===== src/rtl/pe_arb_pkg.sv =====
// Shared types and helpers for the PE input arbiter: FSM state encoding,
// round-robin pick function and statistics counter width.
package pe_arb_pkg;

   typedef enum logic [0:0] {
      IDLE  = 1'b0,
      GRANT = 1'b1
   } arb_state_t;

   localparam int STATS_CNT_WIDTH = 32;

   // First requester at or after ptr (wrapping modulo num_req) with req set.
   function automatic logic [2:0] rr_pick(
      input logic [7:0]  req,
      input logic [2:0]  ptr,
      input int unsigned num_req
   );
      logic [2:0]  pick;
      logic        found;
      int unsigned idx;
      pick  = 3'd0;
      found = 1'b0;
      for (int unsigned i = 0; i < 8; i++) begin
         idx = ({29'd0, ptr} + i) % num_req;
         if (!found && (i < num_req) && req[idx[2:0]]) begin
            pick  = idx[2:0];
            found = 1'b1;
         end
      end
      return pick;
   endfunction

endpackage


===== src/rtl/pe_arb_tag_fifo.sv =====
// Synchronous first-word fall-through FIFO holding requester tags of
// windows that are in flight through the PE.
module pe_arb_tag_fifo
   import pe_arb_pkg::*;
#(
   parameter  int WIDTH = 2,
   parameter  int DEPTH = 8,
   localparam int AW    = $clog2(DEPTH),
   localparam int CW    = AW + 1
) (
   input  logic             clk,
   input  logic             rst,
   input  logic             push,
   input  logic             pop,
   input  logic [WIDTH-1:0] wr_data,
   output logic [WIDTH-1:0] rd_data,
   output logic             full,
   output logic             empty,
   output logic [CW-1:0]    count
);

   logic [WIDTH-1:0] mem_r [DEPTH];
   logic [AW-1:0]    wr_ptr_r;
   logic [AW-1:0]    rd_ptr_r;
   logic [CW-1:0]    count_r;
   logic             push_ok_s;
   logic             pop_ok_s;

   assign full      = (count_r == CW'(DEPTH));
   assign empty     = (count_r == {CW{1'b0}});
   assign count     = count_r;
   assign rd_data   = mem_r[rd_ptr_r];
   assign push_ok_s = push & ~full;
   assign pop_ok_s  = pop & ~empty;

   // Storage, pointers and occupancy; a push+pop pair leaves count unchanged.
   always_ff @(posedge clk or posedge rst) begin
      if (rst) begin
         for (int i = 0; i < DEPTH; i++) begin
            mem_r[i] <= {WIDTH{1'b0}};
         end
         wr_ptr_r <= {AW{1'b0}};
         rd_ptr_r <= {AW{1'b0}};
         count_r  <= {CW{1'b0}};
      end else begin
         if (push_ok_s) begin
            mem_r[wr_ptr_r] <= wr_data;
            wr_ptr_r        <= wr_ptr_r + AW'(1);
         end
         if (pop_ok_s) begin
            rd_ptr_r <= rd_ptr_r + AW'(1);
         end
         case ({push_ok_s, pop_ok_s})
            2'b10:   count_r <= count_r + CW'(1);
            2'b01:   count_r <= count_r - CW'(1);
            default: count_r <= count_r;
         endcase
      end
   end

endmodule


===== src/rtl/pe_input_arbiter.sv =====
// Round-robin arbiter sharing one PE input among NUM_REQ window generators,
// tagging accepted windows for output steering. PE_ARB_STATS_EN adds counters.
module pe_input_arbiter
   import pe_arb_pkg::*;
#(
   parameter  int NUM_REQ    = 4,
   parameter  int DATA_WIDTH = 216,
   parameter  int TAG_DEPTH  = 8,
   localparam int TAG_WIDTH  = $clog2(NUM_REQ)
) (
   input  logic                          clk,
   input  logic                          rst,
   input  logic [NUM_REQ*DATA_WIDTH-1:0] req_data,
   input  logic [NUM_REQ-1:0]            req_valid,
   output logic [NUM_REQ-1:0]            req_ack,
   output logic [DATA_WIDTH-1:0]         pe_data,
   output logic                          pe_valid,
   input  logic                          pe_ready,
   input  logic                          pe_ack,
   input  logic                          pe_o_valid,
   output logic [TAG_WIDTH-1:0]          tag_out,
   output logic                          tag_valid,
   output logic                          tag_full,
   output logic                          tag_err
`ifdef PE_ARB_STATS_EN
   ,
   output logic [NUM_REQ*STATS_CNT_WIDTH-1:0] grant_cnt,
   output logic [STATS_CNT_WIDTH-1:0]         stall_cnt
`endif
);

   localparam int CW = $clog2(TAG_DEPTH) + 1;

   arb_state_t            state_r;
   arb_state_t            state_next_s;
   logic [TAG_WIDTH-1:0]  grant_r;
   logic [TAG_WIDTH-1:0]  rr_ptr_r;
   logic [TAG_WIDTH-1:0]  pick_s;
   logic [DATA_WIDTH-1:0] pe_data_r;
   logic [DATA_WIDTH-1:0] win_data_s;
   logic                  grant_start_s;
   logic                  accept_s;
   logic                  room_s;
   logic                  fifo_empty_s;
   logic                  fifo_full_s;
   logic [CW-1:0]         fifo_count_s;
   logic                  tag_err_r;

   assign pick_s     = TAG_WIDTH'(rr_pick(8'(req_valid), 3'(rr_ptr_r), unsigned'(NUM_REQ)));
   assign win_data_s = req_data[int'(pick_s)*DATA_WIDTH +: DATA_WIDTH];
   assign room_s     = (fifo_count_s != CW'(TAG_DEPTH));

   // Next-state: leave IDLE only when a tag slot is free and the PE is ready.
   always_comb begin
      state_next_s  = state_r;
      grant_start_s = 1'b0;
      accept_s      = 1'b0;
      case (state_r)
         IDLE: begin
            if ((|req_valid) && room_s && pe_ready) begin
               state_next_s  = GRANT;
               grant_start_s = 1'b1;
            end else begin
               state_next_s = IDLE;
            end
         end
         GRANT: begin
            if (pe_ack) begin
               state_next_s = IDLE;
               accept_s     = 1'b1;
            end else begin
               state_next_s = GRANT;
            end
         end
         default: state_next_s = IDLE;
      endcase
   end

   // State, locked grant, captured window and round-robin pointer.
   always_ff @(posedge clk or posedge rst) begin
      if (rst) begin
         state_r   <= IDLE;
         grant_r   <= {TAG_WIDTH{1'b0}};
         rr_ptr_r  <= {TAG_WIDTH{1'b0}};
         pe_data_r <= {DATA_WIDTH{1'b0}};
      end else begin
         state_r <= state_next_s;
         if (grant_start_s) begin
            grant_r   <= pick_s;
            pe_data_r <= win_data_s;
         end
         if (accept_s) begin
            rr_ptr_r <= (grant_r == TAG_WIDTH'(NUM_REQ - 1)) ? {TAG_WIDTH{1'b0}}
                                                             : grant_r + TAG_WIDTH'(1);
         end
      end
   end

   // Acceptance pulse back to the granted requester, same cycle as pe_ack.
   always_comb begin
      req_ack = {NUM_REQ{1'b0}};
      if (accept_s) begin
         req_ack[grant_r] = 1'b1;
      end else begin
         req_ack = {NUM_REQ{1'b0}};
      end
   end

   assign pe_valid = (state_r == GRANT);
   assign pe_data  = pe_data_r;

   pe_arb_tag_fifo #(
      .WIDTH (TAG_WIDTH),
      .DEPTH (TAG_DEPTH)
   ) u_tag_fifo (
      .clk     (clk),
      .rst     (rst),
      .push    (accept_s),
      .pop     (pe_o_valid),
      .wr_data (grant_r),
      .rd_data (tag_out),
      .full    (fifo_full_s),
      .empty   (fifo_empty_s),
      .count   (fifo_count_s)
   );

   assign tag_valid = pe_o_valid & ~fifo_empty_s;
   assign tag_full  = fifo_full_s;
   assign tag_err   = tag_err_r;

   // Sticky flag: a PE output beat with no tag outstanding.
   always_ff @(posedge clk or posedge rst) begin
      if (rst) begin
         tag_err_r <= 1'b0;
      end else if (pe_o_valid && fifo_empty_s) begin
         tag_err_r <= 1'b1;
      end else begin
         tag_err_r <= tag_err_r;
      end
   end

`ifdef PE_ARB_STATS_EN
   logic [STATS_CNT_WIDTH-1:0] grant_cnt_r [NUM_REQ];
   logic [STATS_CNT_WIDTH-1:0] stall_cnt_r;
   logic                       stall_s;

   assign stall_s = (state_r == IDLE) && (|req_valid) && (!room_s || !pe_ready);

   // Saturating per-requester acceptance counts and blocked-grant cycles.
   always_ff @(posedge clk or posedge rst) begin
      if (rst) begin
         for (int r = 0; r < NUM_REQ; r++) begin
            grant_cnt_r[r] <= {STATS_CNT_WIDTH{1'b0}};
         end
         stall_cnt_r <= {STATS_CNT_WIDTH{1'b0}};
      end else begin
         for (int r = 0; r < NUM_REQ; r++) begin
            if (req_ack[r] && (grant_cnt_r[r] != {STATS_CNT_WIDTH{1'b1}})) begin
               grant_cnt_r[r] <= grant_cnt_r[r] + STATS_CNT_WIDTH'(1);
            end
         end
         if (stall_s && (stall_cnt_r != {STATS_CNT_WIDTH{1'b1}})) begin
            stall_cnt_r <= stall_cnt_r + STATS_CNT_WIDTH'(1);
         end
      end
   end

   // Flatten the per-requester counters onto the output bus.
   always_comb begin
      grant_cnt = {(NUM_REQ*STATS_CNT_WIDTH){1'b0}};
      for (int r = 0; r < NUM_REQ; r++) begin
         grant_cnt[r*STATS_CNT_WIDTH +: STATS_CNT_WIDTH] = grant_cnt_r[r];
      end
   end

   assign stall_cnt = stall_cnt_r;
`endif

endmodule


===== config.mk =====
export PLATFORM = sky130hd
export DESIGN_NAME = pe_input_arbiter
export DESIGN_NICKNAME = d
export VERILOG_FILES = /design/src/rtl/pe_arb_pkg.sv /design/src/rtl/pe_arb_tag_fifo.sv /design/src/rtl/pe_input_arbiter.sv
export SDC_FILE = /design/constraint.sdc
export NUM_CORES = 1
export LEC_CHECK = 0
export BUFFER_PORTS_ARGS = -buffer_cell sky130_fd_sc_hd__buf_2
export CORE_AREA = 2 2 423 425
export DETAILED_ROUTE_END_ITERATION = 16
export DIE_AREA = 0 0 425 427
export PLACE_DENSITY_LB_ADDON = 0.15
export SYNTH_ARGS = -nofsm -noshare
export SYNTH_HDL_FRONTEND = slang
export SYNTH_SLANG_ARGS = --single-unit

===== constraint.sdc =====
create_clock -name clk -period 8.81 [get_ports clk]
set_clock_uncertainty 0.05 [all_clocks]
set_input_delay 0.4405 -clock clk [delete_from_list [all_inputs] [get_ports clk]]
set_output_delay 0.4405 -clock clk [all_outputs]
set_load 0.01 [all_outputs]

==> key figures <==
Status
  • Outcome: finished, final reports clean

Yosys
  • Seq/Total Area, Yosys: 38.12%
  • Post-synth top area share: 38.12%
  • Netlist cell types: 39
  • EDFF count, synth: 0
  • Cell type with the largest total area after synthesis: dfrtp_1
  • Syn_area_per_cell: 9.867 sq um
  • Syn nets: 2532
  • Asr flop ratio synth: 100.0%
  • Cell Area, Synth: 16280 sq um
  • Most instantiated library cell after synthesis: a211oi_1
  • Synth Register Bits: 248
  • Main flop type after synthesis: dfrtp_1
  • Dominant cells by area after synthesis: dfrtp_1 (38%), a211oi_1 (16%), mux2i_1 (11%)
  • Synth top cells by count: a211oi_1 (342), dfrtp_1 (248), nor2_1 (177), mux2i_1 (172), and4_1 (171)
  • Syn. warnings: 0
  • Cell count after synthesis: 1650

Setup path
  • Startpoint types: flop
  • Crit. End Element: flop
  • Start point of the critical path: u_tag_fifo.count[1]
  • CP top delay family: buffers and inverters
  • FF-to-FF setup slack: 4.43 ns
  • Buf/Inv on CP: 4
  • Crit path largest cell delay: 0.70 ns
  • CP max FO: 54
  • Crit path DAT: 4.81 ns
  • Worst setup path class: reg -> reg
  • Critical-path top delay cell: buf_4
  • Worst path most repeated cell: buf_4
  • Critical Path RT: 9.24 ns
  • Reg-to-Reg Start: u_tag_fifo.count[1]
  • Critical Path, Cell by Cell: nor4b_4 -> nor4b_2 -> buf_4 -> buf_4 -> buf_4 -> buf_4 -> nor2_1 -> a211oi_1

Clocking
  • Number of H-tree levels: 2
  • Clk slew on worst S/H paths: 0.06 ns
  • Clock root buffer master: clkbuf_16
  • CTS Sinks: 248
  • Bufs on Longest Clock Path: 3
  • Clock network latency to the later pin of the worst-skew pair: 0.60 ns
  • Postcts setup bufs: 0
  • Hold Buf Count CTS: 3
  • CTS tree: built
  • Post_cts resized: 0
  • CTS Buf Count: 42

Die
  • Die area: 181500 sq um
  • Die Span Y: 427 um
  • Standard cell core area: 177300 sq um
  • Ports: 1099
  • Num rows: 155
  • Die width: 425 um
  • Initial core utilization: 9.185%

Global routing
  • Initial antenna violation count: 53
  • Overflow after GRT: 0
  • Largest net degree at the start of global routing: 132
  • Vias in the first global route: 19.31k
  • Global-route wire length before repair: 170400 um
  • GRT Util Overall: 13.46%

Timing
  • Setup violations, final: 0
  • Pin slew with the least headroom to its limit: 0.9973 ns
  • Max-slew violation count: 0
  • Hold Violations, Final: 0
  • Final worst-path cycle share: 49.67%
  • TNS Setup: 0 ns
  • Worst rel slew slack: 33.51%
  • RSZ-0062 raised after global routing: false
  • F_max: 228.5 MHz
  • Post-layout minimum cycle time: 4.376 ns

Min path
  • Hold Path Class: in -> reg
  • Hold Startpoint: req_data[702]

Layout
  • Area Growth Syn to Fin: 57.29%
  • Fill cell total of the finished layout: 20.46k
  • Footprint of the multi-input gates: 9178 sq um
  • Share of cells above drive strength 1: 47.88%
  • Core Util, Final: 14.45%
  • Reg area: 6206 sq um
  • Final net count: 3510

Run
  • Max Cap Violations: 0

Placed design
  • Dpl hpwl: 99960 um
  • IO buf count: 1098
  • GP Congestion: 0.8687

Drt
  • DRT Wirelength: 129700 um
  • TritonRoute pass-1 iters: 5
  • Number of DRC markers in iteration 0: 1084
  • Detailed-route via count: 18.99k
  • DR WL/cell: 25.80 um
  • Routed vias/inst: 3.778
  • Antenna viol nets, final: 0
  • # DRC: 0

Power and ir drop
  • PwrDens: 297.2 nW/um^2
  • Peak VDD IR: 0.1262 mV
  • Pleak: 0.01132 uW
## registers in the layout, indices dropped and copies added (netlist names)
register and count:
tag_err 1, grant_r 2, u_tag_fifo.wr_ptr_r 3, u_tag_fifo.count 4
rr_ptr_r 2, pe_valid 1, pe_data 216, u_tag_fifo.mem_r 16
u_tag_fifo.rd_ptr_r 3
## where the power goes
group | internal [uW] | total, uW | leakage, uW | switching, uW
logic | 1440 | 3800 | 0.00780 | 2370
registers | 1690 | 2090 | 0.00285 | 393
clock network | 1030 | 1720 | 0.000665 | 694
## tightest hold or removal path: stages
cell and delay (ns):
buf_2 0.09, mux2i_1 0.11, a211oi_1 0.08
## per-layer routing
layer | vias to the layer above | routed length (um) | global-route usage (%) | share of wire (%)
li1 | 8519 | - | - | -
met3 | 164 | 7729 | 3.088 | 6.0
met2 | 699 | 67190 | 24.15 | 52
met5 | - | 285 | 0 | 0.22
met4 | 44 | 2429 | 3.174 | 1.9
met1 | 9568 | 52090 | 16.11 | 40
## area by class of cell
type	instances	area share [%]
multi-input combinational	1192	35.84
sequential	248	24.24
timing repair buffer	1137	22.88
tap	2355	11.51
clock buffer	67	4.906
clock inverter	8	0.3665
antenna	14	0.1368
inverter	7	0.1319
## metrics by stage
step | instances | power [uW] | instance area (sq um) | setup slack, ns | hold WS [ns]
floorplan | 1650 | 4162 | 16280 | 1.505 | 0.3948
global placement | 4936 | 6036 | 24190 | 4.324 | 0.3932
detailed placement | 4936 | 6031 | 24190 | 4.283 | 0.3978
CTS | 5014 | 7846 | 25570 | 4.303 | 0.04028
global route | 5022 | 8133 | 25590 | 4.137 | 0.08878
finish | 5028 | 7611 | 25610 | 4.434 | 0.1226
## cells by family after synthesis
family / share of synthesized area, %
and+or+nand+nor: 16.75
adders and majority gates: 0.6917
AOI/OAI and AO/OA: 22.79
muxes: 15.14
buffers and inverters: 6.087
DFF: 38.12
xor gates and xnor gates: 0.4303
## worst paths after layout
path / cells after the start / to
hold reg to reg: 1 / tag_err
max in group asynchronous: 4 / pe_data[155]
min in group asynchronous: 3 / pe_data[60]
hold / removal: 3 / pe_data[54]
setup / recovery: 8 / pe_data[181]
setup reg to reg: 8 / pe_data[181]
## cell usage in the layout (no fill, tap or decap), drive strengths merged, types with 2 or more instances in the layout
cell         synthesis  routed
buf                 90    1134
a211oi             342     342
dfrtp              248     248
nor2               177     177
mux2i              172     172
and4               171     171
clkbuf             113      67
mux2                58      58
a21oi               49      49
nand4               46      46
o31ai               46      46
a221o               45      45
nand2               21      21
diode                0      14
o21ai               12      12
ha                   9       9
inv                  7       8
clkinv               0       5
nand2b               4       4
xnor2                4       4
xor2                 4       4
mux4                 4       4
and3                 4       4
dlygate4sd3          0       3
a21o                 3       3
nor3b                2       2
nand4b               2       2
nor4                 2       2
or2                  2       2
nand3b               2       2
bufinv               0       2
nor4b                2       2
nor3                 2       2
nand3                2       2
Power figures use the tool's default switching activity.
